`config.mk`:
```
export PLATFORM = sky130hd
export DESIGN_NAME = fir_seq_ctrl
export DESIGN_NICKNAME = d
export VERILOG_FILES = /design/src/rtl/fir_seq_ctrl_pkg.sv /design/src/rtl/fir_seq_ctrl_coef_bank.sv /design/src/rtl/fir_seq_ctrl.sv
export SDC_FILE = /design/constraint.sdc
export NUM_CORES = 1
export LEC_CHECK = 0
export ABC_CLOCK_PERIOD_IN_PS = 3700
export BUFFER_PORTS_ARGS = -buffer_cell sky130_fd_sc_hd__buf_2
export CORE_MARGIN = 2
export CORE_UTILIZATION = 40
export DETAILED_ROUTE_END_ITERATION = 10
export REMOVE_ABC_BUFFERS = 1
export SLEW_MARGIN = 20
export SYNTH_ARGS = -nofsm -noshare
export SYNTH_HDL_FRONTEND = slang
export SYNTH_SLANG_ARGS = --single-unit
```
`constraint.sdc`:
```
create_clock -name i_clk -period 3.7 [get_ports i_clk]
set_input_delay 0.74 -clock i_clk [delete_from_list [all_inputs] [get_ports i_clk]]
set_output_delay 0.74 -clock i_clk [all_outputs]
set_load 0.01 [all_outputs]
```
`src/rtl/fir_seq_ctrl_pkg.sv`:
```
// Shared constants and state encoding for the FIR sequencer and its coefficient bank.
package fir_seq_ctrl_pkg;

   localparam int NTAP     = 11;
   localparam int DW       = 8;
   localparam int MAX_INFL = 4;

   localparam int INFL_W = $clog2(MAX_INFL + 1);
   localparam int DCNT_W = $clog2(NTAP);

   typedef enum logic [2:0] {
      ST_RUN   = 3'd0,
      ST_DRAIN = 3'd1,
      ST_FLUSH = 3'd2,
      ST_PURGE = 3'd3,
      ST_SWAP  = 3'd4
   } state_t;

endpackage

```
`src/rtl/fir_seq_ctrl_coef_bank.sv`:
```
// Shadow/active coefficient registers: writes go to the shadow, one strobe copies it into
// the active bank, which is presented packed to the FIR (H0 in the low byte).
module fir_seq_ctrl_coef_bank
   import fir_seq_ctrl_pkg::*;
(
   input  logic               i_clk,
   input  logic               i_rst,
   input  logic               i_we,
   input  logic [3:0]         i_addr,
   input  logic [DW-1:0]      i_data,
   input  logic               i_swap,
   output logic [NTAP*DW-1:0] o_h
);

   logic [DW-1:0] r_shadow [NTAP];
   logic [DW-1:0] r_active [NTAP];

   // Addresses beyond the last tap match no slot and are silently dropped.
   for (genvar gi = 0; gi < NTAP; gi++) begin : g_tap
      always_ff @(posedge i_clk) begin
         if (i_rst) begin
            r_shadow[gi] <= '0;
            r_active[gi] <= '0;
         end else begin
            if (i_we && (i_addr == 4'(gi))) begin
               r_shadow[gi] <= i_data;
            end
            if (i_swap) begin
               r_active[gi] <= r_shadow[gi];
            end
         end
      end

      assign o_h[gi*DW +: DW] = r_active[gi];
   end

endmodule

```
`src/rtl/fir_seq_ctrl.sv`:
```
// Sequencer in front of an 11-tap FIR: streams samples, and on commit drains, flushes the
// delay line with zeros, suppresses the flush results and then swaps coefficient banks.
module fir_seq_ctrl
   import fir_seq_ctrl_pkg::*;
(
   input  logic               i_clk,
   input  logic               i_rst,
   input  logic               i_cfg_we,
   input  logic [3:0]         i_cfg_addr,
   input  logic [DW-1:0]      i_cfg_data,
   input  logic               i_cfg_commit,
   output logic               o_cfg_busy,
   input  logic [DW-1:0]      i_s_din,
   input  logic               i_s_vin,
   output logic               o_s_ready,
   output logic [DW-1:0]      o_f_din,
   output logic               o_f_vin,
   output logic [NTAP*DW-1:0] o_f_h,
   input  logic [DW-1:0]      i_f_dout,
   input  logic               i_f_vout,
   output logic [DW-1:0]      o_m_dout,
   output logic               o_m_vout,
   output logic               o_err
);

   state_t              r_state;
   state_t              w_state_next;
   logic [INFL_W-1:0]   r_infl;
   logic [DCNT_W-1:0]   r_dcnt;
   logic [DCNT_W-1:0]   r_fcnt;
   logic [DW-1:0]       r_f_din;
   logic                r_f_vin;
   logic [DW-1:0]       r_m_dout;
   logic                r_m_vout;
   logic                r_busy;
   logic                r_err;
   logic                w_accept;
   logic                w_discard;
   logic                w_flush_entry;
   logic                w_swap;
   logic                w_flushing;

   assign o_s_ready  = (r_state == ST_RUN) && !i_rst;
   assign w_accept   = i_s_vin && o_s_ready;
   assign w_discard  = (r_dcnt != '0);
   assign w_flushing = (r_state == ST_FLUSH);

   fir_seq_ctrl_coef_bank u_bank (
      .i_clk  (i_clk),
      .i_rst  (i_rst),
      .i_we   (i_cfg_we && !r_busy),
      .i_addr (i_cfg_addr),
      .i_data (i_cfg_data),
      .i_swap (w_swap),
      .o_h    (o_f_h)
   );

   // A sample still sitting in the F_VIN register counts as in flight for the drain tests.
   always_comb begin
      w_state_next  = r_state;
      w_flush_entry = 1'b0;
      w_swap        = 1'b0;
      case (r_state)
         ST_RUN: begin
            if (i_cfg_commit) w_state_next = ST_DRAIN;
         end
         ST_DRAIN: begin
            if ((r_infl == '0) && !r_f_vin) begin
               w_state_next  = ST_FLUSH;
               w_flush_entry = 1'b1;
            end
         end
         ST_FLUSH: begin
            if (r_fcnt == DCNT_W'(NTAP - 2)) w_state_next = ST_PURGE;
         end
         ST_PURGE: begin
            if ((r_dcnt == '0) && (r_infl == '0) && !r_f_vin) w_state_next = ST_SWAP;
         end
         ST_SWAP: begin
            w_swap       = 1'b1;
            w_state_next = ST_RUN;
         end
         default: w_state_next = ST_RUN;
      endcase
   end

   always_ff @(posedge i_clk) begin
      if (i_rst) begin
         r_state  <= ST_RUN;
         r_fcnt   <= '0;
         r_dcnt   <= '0;
         r_f_din  <= '0;
         r_f_vin  <= 1'b0;
         r_m_dout <= '0;
         r_m_vout <= 1'b0;
         r_busy   <= 1'b0;
      end else begin
         r_state  <= w_state_next;
         r_f_vin  <= w_accept || w_flushing;
         if (w_flushing) begin
            r_f_din <= '0;
         end else if (w_accept) begin
            r_f_din <= i_s_din;
         end
         r_m_dout <= i_f_dout;
         r_m_vout <= i_f_vout && !w_discard;
         if ((r_state == ST_RUN) && i_cfg_commit) begin
            r_busy <= 1'b1;
         end else if (w_swap) begin
            r_busy <= 1'b0;
         end
         if (w_flush_entry) begin
            r_fcnt <= '0;
         end else if (w_flushing) begin
            r_fcnt <= r_fcnt + 1'b1;
         end
         if (w_flush_entry) begin
            r_dcnt <= DCNT_W'(NTAP - 1);
         end else if (i_f_vout && w_discard) begin
            r_dcnt <= r_dcnt - 1'b1;
         end
      end
   end

   // In-flight tracking saturates at both ends and latches an error instead of wrapping.
   always_ff @(posedge i_clk) begin
      if (i_rst) begin
         r_infl <= '0;
         r_err  <= 1'b0;
      end else if (r_f_vin && !i_f_vout) begin
         if (r_infl == INFL_W'(MAX_INFL)) r_err  <= 1'b1;
         else                             r_infl <= r_infl + 1'b1;
      end else if (i_f_vout && !r_f_vin) begin
         if (r_infl == '0) r_err  <= 1'b1;
         else              r_infl <= r_infl - 1'b1;
      end
   end

   assign o_f_din    = r_f_din;
   assign o_f_vin    = r_f_vin;
   assign o_m_dout   = r_m_dout;
   assign o_m_vout   = r_m_vout;
   assign o_cfg_busy = r_busy;
   assign o_err      = r_err;

endmodule

```
==> impl_metrics.env <==
export IMPL_status="finished, final reports clean"
export IMPL_period_share=0.747
export IMPL_clk_pin_slew_ps=60
export IMPL_antenna_found_initial=0
export IMPL_critPathKind="input pin to primary output"
export IMPL_cp_common_cell="buf_2"
export IMPL_synth_edf_count=176
export IMPL_drive_gt1_frac=0.254
export IMPL_io_buffers=142
export IMPL_ys_async_sr_fraction=0
export IMPL_viasPerCell=4.83
export IMPL_io_pins=143
export IMPL_dp_hpwl_mm=11.2
export IMPL_yosysSeqAreaShare=0.744
export IMPL_final_common_cell="edfxtp_1"
export IMPL_vdd_drop_max_v=0.000325
export IMPL_clock_sinks=210
export IMPL_worstSetupStartpointType="input pin"
export IMPL_clock_path_buffers=3
export IMPL_num_rows=51
export IMPL_grt_setup_unrepaired="false"
export IMPL_finClkSkew_ps=17.1
export IMPL_cts_hold_buf=0
export IMPL_cts_made_buffers=23
export IMPL_min_to="o_m_dout[7]"
export IMPL_drt_pass1_iterations=5
export IMPL_die_h_um=146
export IMPL_drcViolationCount=0
export IMPL_fin_nets=771
export IMPL_core_area_mm2=0.0196
export IMPL_fin_tns_setup_ps=0
export IMPL_yosysWarnings=0
export IMPL_ff2ff_setup_slack_ps=1350
export IMPL_max_freq_ghz=0.362
export IMPL_final_cell_mix="edfxtp_1, buf_2, and2_1, nor2_1, nand2_1"
export IMPL_relSlewSlack=0.344
export IMPL_power_w=0.00574
export IMPL_cp_required_ps=2960
export IMPL_cpPeakStageDelay_ps=650
export IMPL_design_die_area_mm2=0.0212
export IMPL_grt_max_degree=90
export IMPL_crit_path_end_kind="primary output"
export IMPL_vias=4900
export IMPL_worst_slew_pin_transition_ps=984
export IMPL_cts_resized=0
export IMPL_avgSynthCellArea_um2=13.6
export IMPL_synth_seq_cells=210
export IMPL_grt_pass1_wl_mm=25.9
export IMPL_grt_ovfl_total=0
export IMPL_cts_setup_buffers=0
export IMPL_initialDrtViolationCount=306
export IMPL_gp_congestion=0.832
export IMPL_hp_class="input pin to register"
export IMPL_finalWirelength_mm=16.4
export IMPL_regArea_mm2=0.00597
export IMPL_layout_setup_ws_ps=937
export IMPL_post_route_min_period_ps=2760
export IMPL_powerDensity_mw_per_mm2=587
export IMPL_crit_family="simple AND/OR/NAND/NOR gates"
export IMPL_slowest_stage="or4_1"
export IMPL_maxSlewViolCount=0
export IMPL_hold_viol=0
export IMPL_synth_top_flop_cell="edfxtp_1"
export IMPL_netlist_area_mm2=0.00802
export IMPL_wire_per_inst_um=16.2
export IMPL_cap_violations=0
export IMPL_initial_core_util=0.409
export IMPL_rr_worst_depth=6
export IMPL_ant_nets=0
export IMPL_r2r_start="o_f_vin"
export IMPL_cp_max_fo=27
export IMPL_post_place_ws_ps=865
export IMPL_fill_cells=1718
export IMPL_synth_cell_types=45
export IMPL_r2r_end="r_infl[2]"
export IMPL_path_cells="buf_2, or4_1, inv_2, buf_2"
export IMPL_setup_viol=0
export IMPL_path_buf_inv=3
export IMPL_netlist_instances=589
export IMPL_hold_path_startpoint="i_f_dout[7]"
export IMPL_cp_arrival_ps=2020
export IMPL_cts_tree="yes"
export IMPL_leakagePower_nw=3.86
export IMPL_grt_pass1_vias=4942
export IMPL_grt_util_all_layers=0.152
export IMPL_die_x_um=146
export IMPL_clock_root_buffer="clkbuf_16"
export IMPL_hold_path_depth=2
export IMPL_insertion_delay_ps=500
export IMPL_htreeDepth=1
export IMPL_area_growth_pct=22.1
export IMPL_multi_input_area_mm2=0.00190
## logic make-up (layout without fill, tap and decap cells)
family | after synthesis | in the layout | share of synthesized area
multiplexers | 2 | 2 | 0.00265
buffers and inverters | 41 | 199 | 0.0201
adder cells (fa/ha/maj) | 6 | 6 | 0.0103
flip-flops | 210 | 210 | 0.744
XOR/XNOR | 2 | 2 | 0.00218
other | 0 | 2 | 0
AO/OA/AOI/OAI | 46 | 46 | 0.0368
AND/OR/NAND/NOR | 282 | 282 | 0.184
## where the power goes
group / leakage, nW / internal [W] / total [W] / switching [W]
sequential: 2.10 / 0.00272 / 0.00283 / 0.000104
clock: 0.366 / 0.00142 / 0.00231 / 0.000888
combinational: 1.39 / 0.000241 / 0.000610 / 0.000370
total: 3.86 / 0.00438 / 0.00574 / 0.00136
## through the flow
stage	util	hold slack, ps	cells	instance area [um^2]
global placement	0.459	461	970	8990
floorplan	-	458	560	7910
finish	0.500	454	1014	9790
global route	0.500	455	1012	9790
CTS	0.498	438	1011	9760
detailed placement	0.459	468	970	8990
## synthesized netlist by cell type (2+ instances only)
library cell  instances  share of area
buf_2                 2         0.0012
and2_1              104          0.081
ha_1                  5         0.0078
xnor2_1               2         0.0022
nand3_1              11         0.0069
nor3_1                3         0.0019
nor3b_1               2         0.0019
nor4b_1               2         0.0022
nand4b_1              2         0.0022
clkbuf_2              4         0.0025
nor2b_1              12         0.0094
and4bb_2              2         0.0031
o21ai_0              11         0.0069
clkbuf_1             23          0.011
nor2_1               84          0.039
inv_1                11         0.0051
or3b_1                2         0.0022
a21oi_1              18          0.011
or3_1                 2         0.0016
nand2_1              46          0.022
a211oi_1              3         0.0028
dfxtp_1              34          0.085
a21o_1                6         0.0056
edfxtp_1            176           0.66
or4_1                 2         0.0019
## sequential cells by signal, indices dropped and copies added (netlist names)
signal	flops
r_dcnt	4
r_fcnt	4
o_f_din	8
o_m_dout	8
o_err	1
r_state	3
u_bank.r_shadow	88
o_cfg_busy	1
o_f_vin	1
o_m_vout	1
u_bank.r_active	88
r_infl	3
## area by class of cell
cell class / instances / area share
Antenna cell: 2 / 0.000511
Clock inverter: 15 / 0.0184
Clock buffer: 26 / 0.0599
Tap cell: 265 / 0.0339
Sequential cell: 210 / 0.609
Inverter: 12 / 0.00460
Timing Repair Buffer: 146 / 0.0790
Multi-Input combinational cell: 338 / 0.194
## routing by layer
layer  wire, um  share of wire  GRT usage  vias up
met5          0              0          0        -
met1       7220           0.44      0.203     2366
met4        402          0.024     0.0475        0
met3       1010          0.062     0.0260       33
li1           -              -          -     2332
met2       7770           0.47      0.256      169
## worst reg2reg max path, stage by stage, from the launching register on
cell     delay [ps]
dfxtp_1         520
ha_1            320
inv_1            80
fa_1            380
or3b_2          440
a22oi_1         160
mux2_2          350
## worst max-delay path by stage
stage / to / slack [ps] / start / cells after the start
after floorplan: u_bank.r_active[0][0] / 710 / i_rst / 1
after global placement: r_infl[2] / 980 / i_f_vout / 8
after detailed placement: u_bank.r_active[9][2] / 860 / i_rst / 5
after CTS: o_s_ready / 920 / i_rst / 4
after global routing: o_s_ready / 830 / i_rst / 4
final: o_s_ready / 940 / i_rst / 4
Note: power is estimated with default switching activity, not from simulation.
